--- config.mk ---
export PLATFORM = sky130hd
export DESIGN_NAME = wall_tracer_mux
export DESIGN_NICKNAME = d
export VERILOG_FILES = /design/src/rtl/wall_tracer_mux_pkg.sv /design/src/rtl/wall_tracer_mux_recip.sv /design/src/rtl/wall_tracer_mux.sv
export SDC_FILE = /design/constraint.sdc
export NUM_CORES = 2
export LEC_CHECK = 0
export BUFFER_PORTS_ARGS = -buffer_cell sky130_fd_sc_hd__buf_2
export CORE_MARGIN = 1.5
export CORE_UTILIZATION = 28
export CTS_CLUSTER_SIZE = 28
export DETAILED_ROUTE_END_ITERATION = 10
export PLACE_DENSITY_LB_ADDON = 0.08
export SETUP_SLACK_MARGIN = 0.1
export SLEW_MARGIN = 20
export SYNTH_ARGS = -nofsm -noshare
export SYNTH_HDL_FRONTEND = slang
export SYNTH_SLANG_ARGS = --single-unit
--- constraint.sdc ---
create_clock -name clk -period 355.5 [get_ports clk]
set_clock_uncertainty 0.1 [all_clocks]
set_input_delay 35.55 -clock clk [delete_from_list [all_inputs] [get_ports clk]]
set_output_delay 35.55 -clock clk [all_outputs]
set_load 0.01 [all_outputs]
--- src/rtl/wall_tracer_mux_pkg.sv ---
// Shared definitions for the scanline wall tracer.
// Holds the default fixed-point format, the texture column width and the trace FSM states.
package wall_tracer_mux_pkg;

    localparam int DEF_QM   = 12;
    localparam int DEF_QN   = 12;
    localparam int DEF_W    = DEF_QM + DEF_QN;
    localparam int TEX_BITS = 6;

    typedef enum logic [2:0] {
        StPrepX,
        StPrepY,
        StStep,
        StTest,
        StDone
    } state_e;

endpackage

--- src/rtl/wall_tracer_mux_recip.sv ---
// Combinational fixed-point reciprocal, 1/x in the same QM.QN format as the input.
// Ports:
//   i_val   - signed QM.QN operand
//   i_abs   - 1: return 1/|x| (always positive); 0: keep the sign of x
//   o_recip - result, forced to the largest positive value when 1/|x| does not fit
module wall_tracer_mux_recip #(
    parameter int W  = 24,
    parameter int QN = 12
) (
    input  logic [W-1:0] i_val,
    input  logic         i_abs,
    output logic [W-1:0] o_recip
);

    // 1.0 * 1.0 at 2*QN fractional bits, so the quotient lands on QN fractional bits.
    localparam logic [2*W-1:0] ONE_SQ  = {{(2*W-1){1'b0}}, 1'b1} << (2*QN);
    localparam logic [W-1:0]   MAX_POS = {1'b0, {(W-1){1'b1}}};

    logic           neg;
    logic [W-1:0]   mag;
    logic [W-1:0]   pos;
    logic [2*W-1:0] quot;
    logic           sat;

    assign neg     = i_val[W-1];
    assign mag     = neg ? -i_val : i_val;
    assign quot    = ONE_SQ / {{W{1'b0}}, mag};
    assign sat     = (mag == '0) || (quot > {{W{1'b0}}, MAX_POS});
    assign pos     = sat ? MAX_POS : quot[W-1:0];
    assign o_recip = (neg && !i_abs) ? -pos : pos;

endmodule

--- src/rtl/wall_tracer_mux.sv ---
// Per-scanline DDA wall tracer: one ray per screen row over a 2^MW x 2^MH tile map.
// Ports:
//   clk, reset (async, active high), vsync (frame init), hmax (end of line: publish + next ray)
//   playerX/Y, facingX/Y, vplaneX/Y - signed QM.QN camera state
//   o_map_col/o_map_row, i_map_val   - combinational map ROM lookup
//   o_side, o_hit, o_vdist, o_tex    - result of the last ray, updated with o_valid
//   o_overrun                        - sticky: hmax arrived before a trace finished
module wall_tracer_mux
    import wall_tracer_mux_pkg::*;
#(
    parameter int QM              = 12,
    parameter int QN              = 12,
    parameter int MAP_WIDTH_BITS  = 4,
    parameter int MAP_HEIGHT_BITS = 4,
    parameter int MAX_STEPS       = 64,
    parameter int START_OFFSET    = 272,
    parameter int ADDEND_SHIFT    = 8,
    parameter int VD_INT          = 7,
    parameter int VD_FRAC         = 9
) (
    input  logic                          clk,
    input  logic                          reset,
    input  logic                          vsync,
    input  logic                          hmax,
    input  logic [QM+QN-1:0]              playerX,
    input  logic [QM+QN-1:0]              playerY,
    input  logic [QM+QN-1:0]              facingX,
    input  logic [QM+QN-1:0]              facingY,
    input  logic [QM+QN-1:0]              vplaneX,
    input  logic [QM+QN-1:0]              vplaneY,
    output logic [MAP_WIDTH_BITS-1:0]     o_map_col,
    output logic [MAP_HEIGHT_BITS-1:0]    o_map_row,
    input  logic                          i_map_val,
    output logic                          o_side,
    output logic                          o_hit,
    output logic [VD_INT+VD_FRAC-1:0]     o_vdist,
    output logic [5:0]                    o_tex,
    output logic                          o_valid,
    output logic                          o_overrun
);

    localparam int W   = QM + QN;
    localparam int MW  = MAP_WIDTH_BITS;
    localparam int MH  = MAP_HEIGHT_BITS;
    localparam int CW  = $clog2(MAX_STEPS + 1);
    localparam int VDW = VD_INT + VD_FRAC;

    localparam logic [W-1:0] ONE_FX = {{(W-1){1'b0}}, 1'b1} << QN;
    localparam logic [W-1:0] OFFS   = W'(START_OFFSET);

    state_e                state_q, state_d;
    logic signed [W-1:0]   add_x_q, add_x_d, add_y_q, add_y_d;
    logic [W-1:0]          step_x_q, step_x_d, step_y_q, step_y_d;
    logic [W-1:0]          track_x_q, track_x_d, track_y_q, track_y_d;
    logic [MW:0]           map_x_q, map_x_d;
    logic [MH:0]           map_y_q, map_y_d;
    logic [CW-1:0]         cnt_q, cnt_d;
    logic                  side_q, side_d, hit_q, hit_d;
    logic                  side_o_q, side_o_d, hit_o_q, hit_o_d;
    logic [VDW-1:0]        vdist_o_q, vdist_o_d;
    logic [TEX_BITS-1:0]   tex_o_q, tex_o_d;
    logic                  valid_q, valid_d, overrun_q, overrun_d;

    logic signed [W-1:0]   dir_x, dir_y, add_init_x, add_init_y;
    logic                  rxi, ryi;
    logic [W-1:0]          frac_x, frac_y, partial_x, partial_y, partial_sel;
    logic [W-1:0]          recip_in, recip_out;
    logic [2*W-1:0]        track_prod;
    logic [W-1:0]          track_init;
    logic [W-1:0]          vdist_raw;
    logic                  vd_over;
    logic [VDW-1:0]        vdist_pub;
    logic signed [W-1:0]   tex_dir;
    logic [W-1:0]          tex_base, tex_sum;
    logic signed [2*W:0]   tex_prod;
    logic [TEX_BITS-1:0]   tex_pub;

    assign dir_x = $signed(facingX) + (add_x_q >>> ADDEND_SHIFT);
    assign dir_y = $signed(facingY) + (add_y_q >>> ADDEND_SHIFT);
    assign rxi   = ~dir_x[W-1] & (|dir_x);
    assign ryi   = ~dir_y[W-1] & (|dir_y);

    assign add_init_x = -($signed(vplaneX) * $signed(OFFS));
    assign add_init_y = -($signed(vplaneY) * $signed(OFFS));

    // Distance from the player to the first grid line along each axis.
    assign frac_x    = {{QM{1'b0}}, playerX[QN-1:0]};
    assign frac_y    = {{QM{1'b0}}, playerY[QN-1:0]};
    assign partial_x = rxi ? ONE_FX - frac_x : frac_x;
    assign partial_y = ryi ? ONE_FX - frac_y : frac_y;

    // One reciprocal and one multiplier serve both axes; PREP_Y selects the Y operands.
    assign recip_in    = (state_q == StPrepY) ? dir_y : dir_x;
    assign partial_sel = (state_q == StPrepY) ? partial_y : partial_x;

    wall_tracer_mux_recip #(
        .W  (W),
        .QN (QN)
    ) u_recip (
        .i_val   (recip_in),
        .i_abs   (1'b1),
        .o_recip (recip_out)
    );

    assign track_prod = recip_out * partial_sel;
    assign track_init = W'(track_prod >> QN);

    // Result formatting: distance to the wall and the texture column along the hit face.
    assign vdist_raw = side_q ? track_y_q - step_y_q : track_x_q - step_x_q;
    assign vd_over   = |(vdist_raw >> (QN + VD_INT));
    assign vdist_pub = (hit_q && !vd_over) ? VDW'(vdist_raw >> (QN - VD_FRAC)) : '1;
    assign tex_dir   = side_q ? dir_x : dir_y;
    assign tex_base  = side_q ? playerX : playerY;
    assign tex_prod  = $signed({1'b0, vdist_raw}) * tex_dir;
    assign tex_sum   = tex_base + W'(tex_prod >>> QN);
    assign tex_pub   = TEX_BITS'(tex_sum >> (QN - TEX_BITS));

    always_comb begin
        state_d   = state_q;
        add_x_d   = add_x_q;
        add_y_d   = add_y_q;
        step_x_d  = step_x_q;
        step_y_d  = step_y_q;
        track_x_d = track_x_q;
        track_y_d = track_y_q;
        map_x_d   = map_x_q;
        map_y_d   = map_y_q;
        cnt_d     = cnt_q;
        side_d    = side_q;
        hit_d     = hit_q;
        side_o_d  = side_o_q;
        hit_o_d   = hit_o_q;
        vdist_o_d = vdist_o_q;
        tex_o_d   = tex_o_q;
        valid_d   = 1'b0;
        overrun_d = overrun_q;

        if (vsync) begin
            state_d   = StPrepX;
            add_x_d   = add_init_x;
            add_y_d   = add_init_y;
            overrun_d = 1'b0;
        end else if (hmax) begin
            valid_d = 1'b1;
            add_x_d = add_x_q + $signed(vplaneX);
            add_y_d = add_y_q + $signed(vplaneY);
            state_d = StPrepX;
            if (state_q == StDone) begin
                side_o_d  = side_q;
                hit_o_d   = hit_q;
                vdist_o_d = vdist_pub;
                tex_o_d   = tex_pub;
            end else begin
                side_o_d  = 1'b0;
                hit_o_d   = 1'b0;
                vdist_o_d = '1;
                tex_o_d   = '0;
                overrun_d = 1'b1;
            end
        end else begin
            unique case (state_q)
                StPrepX: begin
                    step_x_d  = recip_out;
                    track_x_d = track_init;
                    state_d   = StPrepY;
                end
                StPrepY: begin
                    step_y_d  = recip_out;
                    track_y_d = track_init;
                    map_x_d   = {1'b0, playerX[QN+MW-1:QN]};
                    map_y_d   = {1'b0, playerY[QN+MH-1:QN]};
                    cnt_d     = '0;
                    state_d   = StStep;
                end
                StStep: begin
                    if (track_x_q < track_y_q) begin
                        map_x_d   = map_x_q + {{MW{~rxi}}, 1'b1};
                        track_x_d = track_x_q + step_x_q;
                        side_d    = 1'b0;
                    end else begin
                        map_y_d   = map_y_q + {{MH{~ryi}}, 1'b1};
                        track_y_d = track_y_q + step_y_q;
                        side_d    = 1'b1;
                    end
                    cnt_d   = cnt_q + CW'(1);
                    state_d = StTest;
                end
                StTest: begin
                    // The extra top bit of the map registers flags a step off either edge.
                    if (i_map_val) begin
                        hit_d   = 1'b1;
                        state_d = StDone;
                    end else if (map_x_q[MW] || map_y_q[MH] || cnt_q == CW'(MAX_STEPS)) begin
                        hit_d   = 1'b0;
                        state_d = StDone;
                    end else begin
                        state_d = StStep;
                    end
                end
                StDone:  state_d = StDone;
                default: state_d = StPrepX;
            endcase
        end
    end

    always_ff @(posedge clk or posedge reset) begin
        if (reset) begin
            state_q   <= StPrepX;
            add_x_q   <= '0;
            add_y_q   <= '0;
            step_x_q  <= '0;
            step_y_q  <= '0;
            track_x_q <= '0;
            track_y_q <= '0;
            map_x_q   <= '0;
            map_y_q   <= '0;
            cnt_q     <= '0;
            side_q    <= 1'b0;
            hit_q     <= 1'b0;
            side_o_q  <= 1'b0;
            hit_o_q   <= 1'b0;
            vdist_o_q <= '0;
            tex_o_q   <= '0;
            valid_q   <= 1'b0;
            overrun_q <= 1'b0;
        end else begin
            state_q   <= state_d;
            add_x_q   <= add_x_d;
            add_y_q   <= add_y_d;
            step_x_q  <= step_x_d;
            step_y_q  <= step_y_d;
            track_x_q <= track_x_d;
            track_y_q <= track_y_d;
            map_x_q   <= map_x_d;
            map_y_q   <= map_y_d;
            cnt_q     <= cnt_d;
            side_q    <= side_d;
            hit_q     <= hit_d;
            side_o_q  <= side_o_d;
            hit_o_q   <= hit_o_d;
            vdist_o_q <= vdist_o_d;
            tex_o_q   <= tex_o_d;
            valid_q   <= valid_d;
            overrun_q <= overrun_d;
        end
    end

    assign o_map_col = map_x_q[MW-1:0];
    assign o_map_row = map_y_q[MH-1:0];
    assign o_side    = side_o_q;
    assign o_hit     = hit_o_q;
    assign o_vdist   = vdist_o_q;
    assign o_tex     = tex_o_q;
    assign o_valid   = valid_q;
    assign o_overrun = overrun_q;

endmodule

==> flow_summary.yaml <==
status:
  outcome: "finished clean"
worst_hold_path:
  hp-start: "cnt_q[6]"
  hold_path_class: "reg2reg"
clocking:
  cts_sinks: 192
  numCtsBuffers: 17
  clkSlewWorstSetupHoldPaths_ps: 90
  cts_root_buffer: "clkbuf_16"
  ctsHoldBuffers: 0
  clk_latency_ps: 560
  clock_path_buffers: 2
  tritoncts: "built"
  htreeDepth: 4
  cts_setup_buffers: 0
  ctsResizeCount: 0
finish:
  seq_area_um2: 4810
  fill_cells: 40700
  multi_input_area_um2: 92500
  finish.utilization_pct: 30.2
  layout_commonest_cell: "nor2_1"
  fin_nets: 16200
  syn2layout_area_growth_pct: 7.54
  final_layout_size_suffix_gt1_share_pct: 7.41
  layout_common_cells: "1451 x nor2_1, 1398 x ha_1, 1309 x nand2_1"
global_route:
  grt_pass1_vias: 101000
  grt-ovfl-total: 0
  grt_pass1_wl_um: 642000
  antenna_found_initial: 20
  grt_max_degree: 85
  grtUsageTotal_pct: 22.0
synth:
  ys_ff_latch: 192
  synth_compound_area_share_pct: 27.4
  ys_seq_area_share_pct: 4.64
  ys.warnings.count: 0
  syn-cell-area_um2: 104000
  synthMuxAreaShare_pct: 3.19
  synthSimpleGateAreaFrac_pct: 22.6
  ys.flop_type: "dfrtp_1"
  synth_xor_area_share_pct: 9.46
  synth_top_family_by_area: "compound AO/OA/AOI/OAI gates"
  syn-instance-count: 14300
  synth_edf_count: 0
  synth-adder-area-share_pct: 26.0
  synth_area_per_cell_um2: 7.26
  synthArstFlopShare_pct: 100
  synth.distinct_cells: 169
worst_setup_path:
  critical_path.most_common_cell: "a21o_1"
  critPathArrivalTime_ps: 243780
  endpoint_kind: "flip-flop"
  crit_type: "in2reg"
  path_max_fanout: 59
  critPathSlowestCell: "or4b_1"
  crit_path_start_kind: "input pin"
  slowest_delay_ps: 860
  required_ps: 355850
  timing.rr.start: "add_y_q[8]"
  crit_start: "facingY[0]"
routing:
  drcViolationCount: 0
  vias: 102000
  drtPass1Iterations: 7
  ant_nets: 0
  wl_um: 420000
  avgViaCountPerCell: 5.34
  drtIter0Drc: 6833
  wire_per_inst_um: 21.9
sta:
  achievable-frequency_mhz: 4.11
  setup_viol: 0
  rsz0062_at_grt: "no"
  fin_setup_tns_ps: 0
  worst_hold_slack_ps: 388
  final.min_clock_period_ps: 243430
  slew_headroom_pct: 18.4
  maxSlewViolCount: 0
  hold_viol: 0
  worst_slew_pin_slew_ps: 1210
  finalCritPeriodShare_pct: 68.5
  setup_slack_ps: 112070
floorplan:
  core_area_um2: 369000
  io_pins: 183
  die_h_um: 611
  start_util_pct: 28.1
  num_rows: 223
  die_w_um: 611
  die_area_um2: 374000
placed_design:
  post-dp-hpwl_um: 343000
  finalWeightedCongestion: 0.864
  io_buffer_count: 166
  pre_cts_ws_ps: 113220
job:
  max_cap_viol_count: 0
-- synth_stat cells, drive strengths merged (26+ instances only) --
cell type     n  share of area, %
buf         196               1.2
xnor2       752               6.4
a21boi       72              0.54
o21a        228               1.7
xor2        359               3.1
o211ai       68              0.50
a211oi      144               1.1
o21ai       856               4.2
nand3       286               1.4
nor2b       132              0.80
nand2      1321               4.8
and3        122              0.75
and4         45              0.38
nor3b        48              0.36
o31a         37              0.31
a31oi       129              0.82
or3         107              0.67
a311oi       36              0.36
mux2        200               2.2
nand2b      268               1.6
o2111ai      26              0.25
nand4       201               1.2
ha         1399                17
a31o         28              0.24
or4          48              0.37
nor2       1465               5.3
mux2i       102               1.0
o21bai      131              0.95
a21oi      1223               6.0
a21o        633               4.6
nor3        265               1.4
a211o        36              0.30
clkbuf      291               1.1
a2111oi      46              0.59
dfrtp       192               4.6
a41oi        29              0.28
inv        1228               4.4
a221oi       42              0.41
and2        183               1.1
o22ai        43              0.28
o31ai       140               1.1
fa          471               9.1
nor4        108              0.78
or2          70              0.42
-- cell families after synthesis --
group	after synthesis
AOI/OAI and AO/OA	4277
buffers and inverters	1720
muxes	302
DFF	192
other	2
xor gates and xnor gates	1112
and+or+nand+nor	4794
adders and majority gates	1870
-- worst max-delay path: cells and delay by family --
kind	cells	cell delay, ps
multiplexers	14	5050
AND/OR/NAND/NOR	262	59900
adder cells (fa/ha/maj)	62	20240
buffers and inverters	46	11630
AO/OA/AOI/OAI	508	116320
-- registers in the layout (all words and copies together), names as in the netlist, 3 cells and up --
name       cells
o_tex          6
step_y_q      24
cnt_q          7
add_y_q       24
track_y_q     24
track_x_q     24
o_vdist       16
step_x_q      24
map_x_q        5
map_y_q        5
add_x_q       24
state_q        3
-- through the flow --
stage                     std cells  instance area, um^2
final                         19200               111000
after global routing          19200               111000
after CTS                     19200               111000
after detailed placement      19200               111000
after global placement        19200               111000
after floorplan               14300               104000
-- per-layer routing --
metal / routed length, um / track usage [%]
met5: 44 / 0
met1: 211000 / 31.9
met4: 6940 / 3.70
met3: 12900 / 1.11
met2: 189000 / 36.1
-- cell type report --
class / count / area share (%)
inverters: 1231 / 4.17
clock buffers: 18 / 0.385
well taps: 4950 / 5.56
repair buffers: 412 / 2.42
multi-input cells: 12400 / 83.0
clock inverters: 14 / 0.158
flip-flops and latches: 192 / 4.32
diodes: 6 / 0.0135
-- final timing paths --
check | end | cells past startpoint | slack, ps
worst max register to register | track_x_q[23] | 864 | 146730
max in group asynchronous | o_tex[3] | 4 | 318780
worst max-delay path | track_x_q[23] | 892 | 112070
worst min register to register | cnt_q[6] | 1 | 390
worst min-delay path | cnt_q[6] | 1 | 390
min in group asynchronous | add_x_q[1] | 2 | 34900
Power is not shown: default switching activity piles up to over one toggle a cycle in this logic, so the estimate is an artifact.
